File: src/rtl/scaler_down_pad_if.sv
// Pixel-stream and FIFO read-port bundle for scaler_down_pad.
//   pix_req        : display requests the next active pixel
//   fifo_rd_en     : read strobe to the upstream FIFO (combinational)
//   fifo_data      : FIFO read data, valid the cycle after fifo_rd_en
//   fifo_empty     : FIFO empty flag
//   data_out       : output pixel, RGB888
//   data_out_valid : data_out qualifier
// master = scaler side, slave = timing generator / FIFO / encoder side.
interface scaler_down_pad_if;
  logic        pix_req;
  logic        fifo_rd_en;
  logic [23:0] fifo_data;
  logic        fifo_empty;
  logic [23:0] data_out;
  logic        data_out_valid;

  modport master (
    input  pix_req, fifo_data, fifo_empty,
    output fifo_rd_en, data_out, data_out_valid
  );

  modport slave (
    output pix_req, fifo_data, fifo_empty,
    input  fifo_rd_en, data_out, data_out_valid
  );
endinterface

File: src/rtl/scaler_down_pad.sv
// Centres a downscaled image inside an H_DISP x V_DISP output frame and fills
// the surround with BORDER_RGB. Pulled by the display's pixel request; pops
// the frame-buffer FIFO only for pixels inside the centred window (or for every
// pixel in bypass mode). Every request is answered exactly two cycles later.
// Ports:
//   pix_clk, rst_n          : clock, asynchronous active-low reset
//   frame_flag              : start-of-frame pulse; latches geometry and mode
//   scale_state             : 1 = pad mode, 0 = bypass
//   s_width, s_height       : downscaled image size, sampled on frame_flag
//   pix_if (master)         : pixel request / FIFO read / pixel output bundle
//   underflow               : sticky, window pixel requested while FIFO empty
module scaler_down_pad #(
  parameter int unsigned H_DISP     = 1280,
  parameter int unsigned V_DISP     = 720,
  parameter logic [23:0] BORDER_RGB = 24'h000000
) (
  input  logic                      pix_clk,
  input  logic                      rst_n,
  input  logic                      frame_flag,
  input  logic                      scale_state,
  input  logic [11:0]               s_width,
  input  logic [11:0]               s_height,
  scaler_down_pad_if.master         pix_if,
  output logic                      underflow
);

  localparam int unsigned CW = 12;
  localparam logic [CW-1:0] H_W    = CW'(H_DISP);
  localparam logic [CW-1:0] V_W    = CW'(V_DISP);
  localparam logic [CW-1:0] H_LAST = CW'(H_DISP - 1);
  localparam logic [CW-1:0] V_LAST = CW'(V_DISP - 1);

  typedef enum logic [1:0] {
    IDLE   = 2'd0,
    ACTIVE = 2'd1,
    DONE   = 2'd2
  } state_e;

  state_e        state_q, state_d;
  logic [CW-1:0] w_q, w_d, h_q, h_d;
  logic          scale_q, scale_d;
  logic [CW-1:0] cnt_h_q, cnt_h_d, cnt_v_q, cnt_v_d;
  logic          underflow_q, underflow_d;
  logic          req_q, req_d, rd_q, rd_d;
  logic [23:0]   data_out_q, data_out_d;
  logic          valid_q, valid_d;

  logic [CW-1:0] left_c, right_c, top_c, bot_c;
  logic          in_win_c, hit_c, rd_en_c;

  // Window borders from the latched geometry; w <= H_DISP so no wrap.
  always_comb begin
    left_c  = (H_W - w_q) >> 1;
    right_c = left_c + w_q;
    top_c   = (V_W - h_q) >> 1;
    bot_c   = top_c + h_q;
  end

  // A frame_flag in the same cycle swallows the request.
  always_comb begin
    in_win_c = (cnt_h_q >= left_c) && (cnt_h_q < right_c) &&
               (cnt_v_q >= top_c)  && (cnt_v_q < bot_c);
    hit_c    = (state_q == ACTIVE) && pix_if.pix_req && !frame_flag &&
               (scale_q ? in_win_c : 1'b1);
    rd_en_c  = hit_c && !pix_if.fifo_empty;
  end

  // Next-state: frame control, raster counters, underflow and output pipe.
  always_comb begin
    state_d     = state_q;
    w_d         = w_q;
    h_d         = h_q;
    scale_d     = scale_q;
    cnt_h_d     = cnt_h_q;
    cnt_v_d     = cnt_v_q;
    underflow_d = underflow_q;
    req_d       = pix_if.pix_req && !frame_flag;
    rd_d        = rd_en_c;
    data_out_d  = data_out_q;
    valid_d     = req_q;

    if (frame_flag) begin
      w_d         = (s_width  > H_W) ? H_W : s_width;
      h_d         = (s_height > V_W) ? V_W : s_height;
      scale_d     = scale_state;
      cnt_h_d     = '0;
      cnt_v_d     = '0;
      underflow_d = 1'b0;
      state_d     = ACTIVE;
    end else if (state_q == ACTIVE && pix_if.pix_req) begin
      if (cnt_h_q == H_LAST) begin
        cnt_h_d = '0;
        if (cnt_v_q == V_LAST) begin
          cnt_v_d = '0;
          state_d = DONE;
        end else begin
          cnt_v_d = cnt_v_q + CW'(1);
        end
      end else begin
        cnt_h_d = cnt_h_q + CW'(1);
      end
    end

    // Missed window pixel: no stall, the pixel becomes border colour.
    if (hit_c && pix_if.fifo_empty) begin
      underflow_d = 1'b1;
    end

    if (req_q) begin
      data_out_d = rd_q ? pix_if.fifo_data : BORDER_RGB;
    end
  end

  // State register.
  always_ff @(posedge pix_clk or negedge rst_n) begin
    if (!rst_n) begin
      state_q     <= IDLE;
      w_q         <= '0;
      h_q         <= '0;
      scale_q     <= 1'b1;
      cnt_h_q     <= '0;
      cnt_v_q     <= '0;
      underflow_q <= 1'b0;
      req_q       <= 1'b0;
      rd_q        <= 1'b0;
      data_out_q  <= '0;
      valid_q     <= 1'b0;
    end else begin
      state_q     <= state_d;
      w_q         <= w_d;
      h_q         <= h_d;
      scale_q     <= scale_d;
      cnt_h_q     <= cnt_h_d;
      cnt_v_q     <= cnt_v_d;
      underflow_q <= underflow_d;
      req_q       <= req_d;
      rd_q        <= rd_d;
      data_out_q  <= data_out_d;
      valid_q     <= valid_d;
    end
  end

  assign pix_if.fifo_rd_en     = rd_en_c;
  assign pix_if.data_out       = data_out_q;
  assign pix_if.data_out_valid = valid_q;
  assign underflow             = underflow_q;

endmodule

File: src/flat_wrapper.sv
// flat-port wrapper written by rule: the top's interface ports become plain ports
module scaler_down_pad_flat 
#(
  parameter int unsigned H_DISP     = 1280,
  parameter int unsigned V_DISP     = 720,
  parameter logic [23:0] BORDER_RGB = 24'h000000
)
  (pix_clk, rst_n, frame_flag, scale_state, s_width, s_height, underflow, pix_if_pix_req, pix_if_fifo_data, pix_if_fifo_empty, pix_if_fifo_rd_en, pix_if_data_out, pix_if_data_out_valid);
  scaler_down_pad_if pix_if_i ();
  input  logic pix_clk;
  input  logic rst_n;
  input  logic frame_flag;
  input  logic scale_state;
  input  logic [11:0] s_width;
  input  logic [11:0] s_height;
  output logic underflow;
  input wire logic [$bits(pix_if_i.pix_req)-1:0] pix_if_pix_req;
  input wire logic [$bits(pix_if_i.fifo_data)-1:0] pix_if_fifo_data;
  input wire logic [$bits(pix_if_i.fifo_empty)-1:0] pix_if_fifo_empty;
  output wire logic [$bits(pix_if_i.fifo_rd_en)-1:0] pix_if_fifo_rd_en;
  output wire logic [$bits(pix_if_i.data_out)-1:0] pix_if_data_out;
  output wire logic [$bits(pix_if_i.data_out_valid)-1:0] pix_if_data_out_valid;
  assign pix_if_i.pix_req = pix_if_pix_req;
  assign pix_if_i.fifo_data = pix_if_fifo_data;
  assign pix_if_i.fifo_empty = pix_if_fifo_empty;
  assign pix_if_fifo_rd_en = pix_if_i.fifo_rd_en;
  assign pix_if_data_out = pix_if_i.data_out;
  assign pix_if_data_out_valid = pix_if_i.data_out_valid;
  scaler_down_pad #(.H_DISP(H_DISP), .V_DISP(V_DISP), .BORDER_RGB(BORDER_RGB)) u_core (.pix_clk(pix_clk), .rst_n(rst_n), .frame_flag(frame_flag), .scale_state(scale_state), .s_width(s_width), .s_height(s_height), .pix_if(pix_if_i), .underflow(underflow));
endmodule
File: config.mk
export PLATFORM = sky130hd
export DESIGN_NAME = scaler_down_pad_flat
export DESIGN_NICKNAME = d
export VERILOG_FILES = /design/src/rtl/scaler_down_pad_if.sv /design/src/rtl/scaler_down_pad.sv /design/src/flat_wrapper.sv
export SDC_FILE = /design/constraint.sdc
export NUM_CORES = 1
export LEC_CHECK = 0
export CAP_MARGIN = 0
export CORE_AREA = 2 2 105 107
export CTS_CLUSTER_SIZE = 14
export DETAILED_ROUTE_END_ITERATION = 8
export DIE_AREA = 0 0 107 109
export PLACE_DENSITY = 0.8
export SLEW_MARGIN = 20
export SYNTH_ARGS = -nofsm -noshare
export SYNTH_HDL_FRONTEND = slang
export SYNTH_SLANG_ARGS = --single-unit
File: constraint.sdc
create_clock -name pix_clk -period 6.3 [get_ports pix_clk]
set_input_delay 1.26 -clock pix_clk [delete_from_list [all_inputs] [get_ports pix_clk]]
set_output_delay 1.26 -clock pix_clk [all_outputs]
set_load 0.03 [all_outputs]
==> results.json <==
{
  "dp.cells": 863,
  "port-buffer-count": 80,
  "rr_startpoint": "u_core.w_q[0]",
  "ys_async_sr_fraction": 1.00,
  "rr_endpoint": "u_core.rd_q",
  "arrival_ps": 4860,
  "cts.clk_slew.worst_paths_ps": 80,
  "peakVddDrop_v": 0.000108,
  "vias": 5048,
  "fin_crit_ps": 6120,
  "cts_tree": "yes",
  "dieHeight_um": 109,
  "grt_pass1_wl_mm": 21.8,
  "dp_hpwl_mm": 9.94,
  "wl_per_cell_um": 15.2,
  "grt_max_degree": 80,
  "final_hold_viol_count": 0,
  "min_from": "u_core.state_q[0]",
  "layout-drive-gt1-share": 0.0768,
  "whs_path_depth": 2,
  "cp.buffers_inverters": 2,
  "muxShareOfSynthArea": 0.00175,
  "hold_buffers": 0,
  "synth_cells": 654,
  "syn-mean-instance-area_um2": 8.75,
  "rows": 38,
  "status": "complete, no violations",
  "mostFrequentLayoutCell": "clkdlybuf4s50_1",
  "slowest_stage": "or4_4",
  "crit_fanout": 6,
  "grt_overflow": 0,
  "ys_warn_count": 0,
  "synth_top_family_by_area": "simple AND/OR/NAND/NOR gates",
  "clock_sinks": 79,
  "slowest_delay_ps": 520,
  "synth-main-ff-cell": "dfrtp_1",
  "synth_seq_area_share": 0.346,
  "maxCapViolations": 0,
  "min_path_type": "flip-flop to flip-flop",
  "postPlaceCellArea_mm2": 0.00666,
  "start_util": 0.540,
  "max_freq_ghz": 0.163,
  "powerDensity_mw_per_mm2": 211,
  "grt_pass1_vias": 4898,
  "first_iter_violations": 400,
  "r2r_slack_ps": 1860,
  "area_delta_synth_final_pct": 23.1,
  "netlist.area_leader.share": 0.341,
  "nets": 862,
  "min_to": "u_core.state_q[0]",
  "synthAdderAreaFrac": 0.157,
  "crit_type": "flip-flop to output port",
  "fin_crit_sh": 0.972,
  "clk_latency_ps": 360,
  "worst-r2r-cell-count": 18,
  "crit_chain": "inv_1 -> ha_4 -> nand2_4 -> or2_2 -> xor2_4 -> ha_4 -> a21o_1 -> a21oi_2 -> nor2b_1 -> a311o_1 -> or4b_1 -> and3_1 -> ha_1 -> a211oi_2 -> o311a_1 -> o21ai_0 -> or4_4 -> o21ai_4 -> buf_6",
  "layout_common_cells": "clkdlybuf4s50_1 (78), dfrtp_1 (72), inv_1 (67), ha_1 (67), o21ai_0 (56)",
  "io_pins": 81,
  "core_mm2": 0.0106,
  "gp_congestion": 0.899,
  "cts_buffer_depth": 2,
  "antenna_found_initial": 0,
  "cp_data_required_time_ps": 5040,
  "path_delay_family": "simple AND/OR/NAND/NOR gates",
  "cpMostUsedCell": "ha_4",
  "start_kind": "flip-flop",
  "p_leak_uw": 0.00320,
  "synthTopCellsByArea": "dfrtp_1 (34%), ha_1 (15%), o21ai_0 (5.2%)",
  "yosys.area.top_type": "dfrtp_1",
  "tightest_slew_ps": 969,
  "setup_violations": 0,
  "syn_nets": 779,
  "netlist_area_mm2": 0.00572,
  "synth_edf_count": 0,
  "skew_ps": 11.2,
  "stdcell_area_mm2": 0.00704,
  "dieArea_mm2": 0.0117,
  "drt-total-wl_mm": 13.4,
  "grtUsageTotal": 0.232,
  "synthSimpleGateAreaFrac": 0.187,
  "numCtsBuffers": 9,
  "drc_errors": 0,
  "maxSlewViolCount": 0,
  "die_w_um": 107,
  "end_kind": "output port",
  "synth_xor_area_frac": 0.0811,
  "drtAntennaViolNets": 0,
  "fin_cells": 882,
  "cts_max_level": 3,
  "slew_headroom": 0.354,
  "fill_cells": 830,
  "root_buffer": "clkbuf_8",
  "drt-vias-per-instance": 5.72,
  "yosys.cell_types.count": 58,
  "ys_ff_latch": 79,
  "synth_compound_area_frac": 0.172,
  "antenna_cells": 0,
  "first_pass_iters": 5
}
[registers in the layout, indices dropped and copies added, names as in the netlist]
| signal | cells |
|---|---|
| u_core.state_q | 2 |
| u_core.scale_q | 1 |
| u_core.req_q | 1 |
| u_core.pix_if.data_out_valid | 1 |
| u_core.rd_q | 1 |
| u_core.h_q | 12 |
| u_core.cnt_h_q | 12 |
| u_core.w_q | 12 |
| u_core.cnt_v_q | 12 |
| u_core.underflow | 1 |
| u_core.pix_if.data_out | 24 |
[repair_timing]
| action | 4_1_cts | 5_1_grt |
|---|---|---|
| pin swaps | 0 | 4 |
| setup endpoints to repair | 1 | 1 |
| gates resized for setup | 12 | 27 |
| buffers inserted | 0 | 3 |
[cells in the mapped netlist (12+ instances only)]
cell and number:
nand3_1 46, nand2_1 36, inv_1 70, a21oi_1 28
dfrtp_1 78, xor2_1 26, clkbuf_1 12, nor2_1 44
a21o_1 15, ha_1 70, o21ai_0 59, xnor2_1 27
[logic make-up (layout without fill, tap and decap cells)]
logic type	after synthesis	in the layout
multiplexers	1	1
flip-flops	79	79
buffers and inverters	85	173
AND/OR/NAND/NOR	208	208
AO/OA/AOI/OAI	157	157
adder cells (fa/ha/maj)	71	71
XOR/XNOR	53	53
[stage by stage]
step	hold slack [ps]	setup slack, ps	power (uW)	setup TNS [ps]	util
after floorplan	389	144	926	0	-
after global placement	471	269	1050	0	0.628
after detailed placement	485	-45.8	1070	-45.8	0.628
after CTS	504	2.71	1460	0	0.651
after global routing	524	-22.2	1580	-22.2	0.664
final	502	176	1490	0	0.664
[worst max path at each step]
| stage | cells past startpoint | slack [ps] | start | endpoint |
|---|---|---|---|---|
| after floorplan | 17 | 140 | u_core.w_q[3] | pix_if_fifo_rd_en |
| after global placement | 19 | 270 | u_core.w_q[1] | pix_if_fifo_rd_en |
| after detailed placement | 19 | -50 | u_core.w_q[1] | pix_if_fifo_rd_en |
| after CTS | 23 | 3 | u_core.h_q[1] | pix_if_fifo_rd_en |
| after global routing | 23 | -20 | u_core.h_q[1] | pix_if_fifo_rd_en |
| final | 19 | 180 | u_core.w_q[0] | pix_if_fifo_rd_en |
[worst reg2reg max path, delay by kind of cell (launching register included)]
family	cells	cell delay, ps
compound gates	7	1310
xor+xnor	1	180
fa+ha+maj	3	640
buf+inv	1	150
flops	1	430
simple gates	6	1640
[routing by layer]
metal	GRT usage	vias up	wire length, um
met3	0.0406	22	640
met1	0.298	2406	6130
li1	-	2474	-
met5	0	-	0
met4	0.0686	0	241
met2	0.404	146	6400
[cell type report]
class	count	area, um2	share of cell area
flip-flops and latches	79	1990	0.282
multi-input cells	490	3580	0.508
clock inverters	3	42.5	0.00604
clock buffers	13	149	0.0211
repair buffers	85	837	0.119
well taps	140	175	0.0249
inverters	72	273	0.0387
[power by group]
| group | internal (uW) | switching (uW) |
|---|---|---|
| logic | 255 | 297 |
| clock network | 194 | 188 |
| registers | 525 | 27.9 |
| total | 975 | 513 |
No activity file was read; power rests on OpenSTA's default activity.
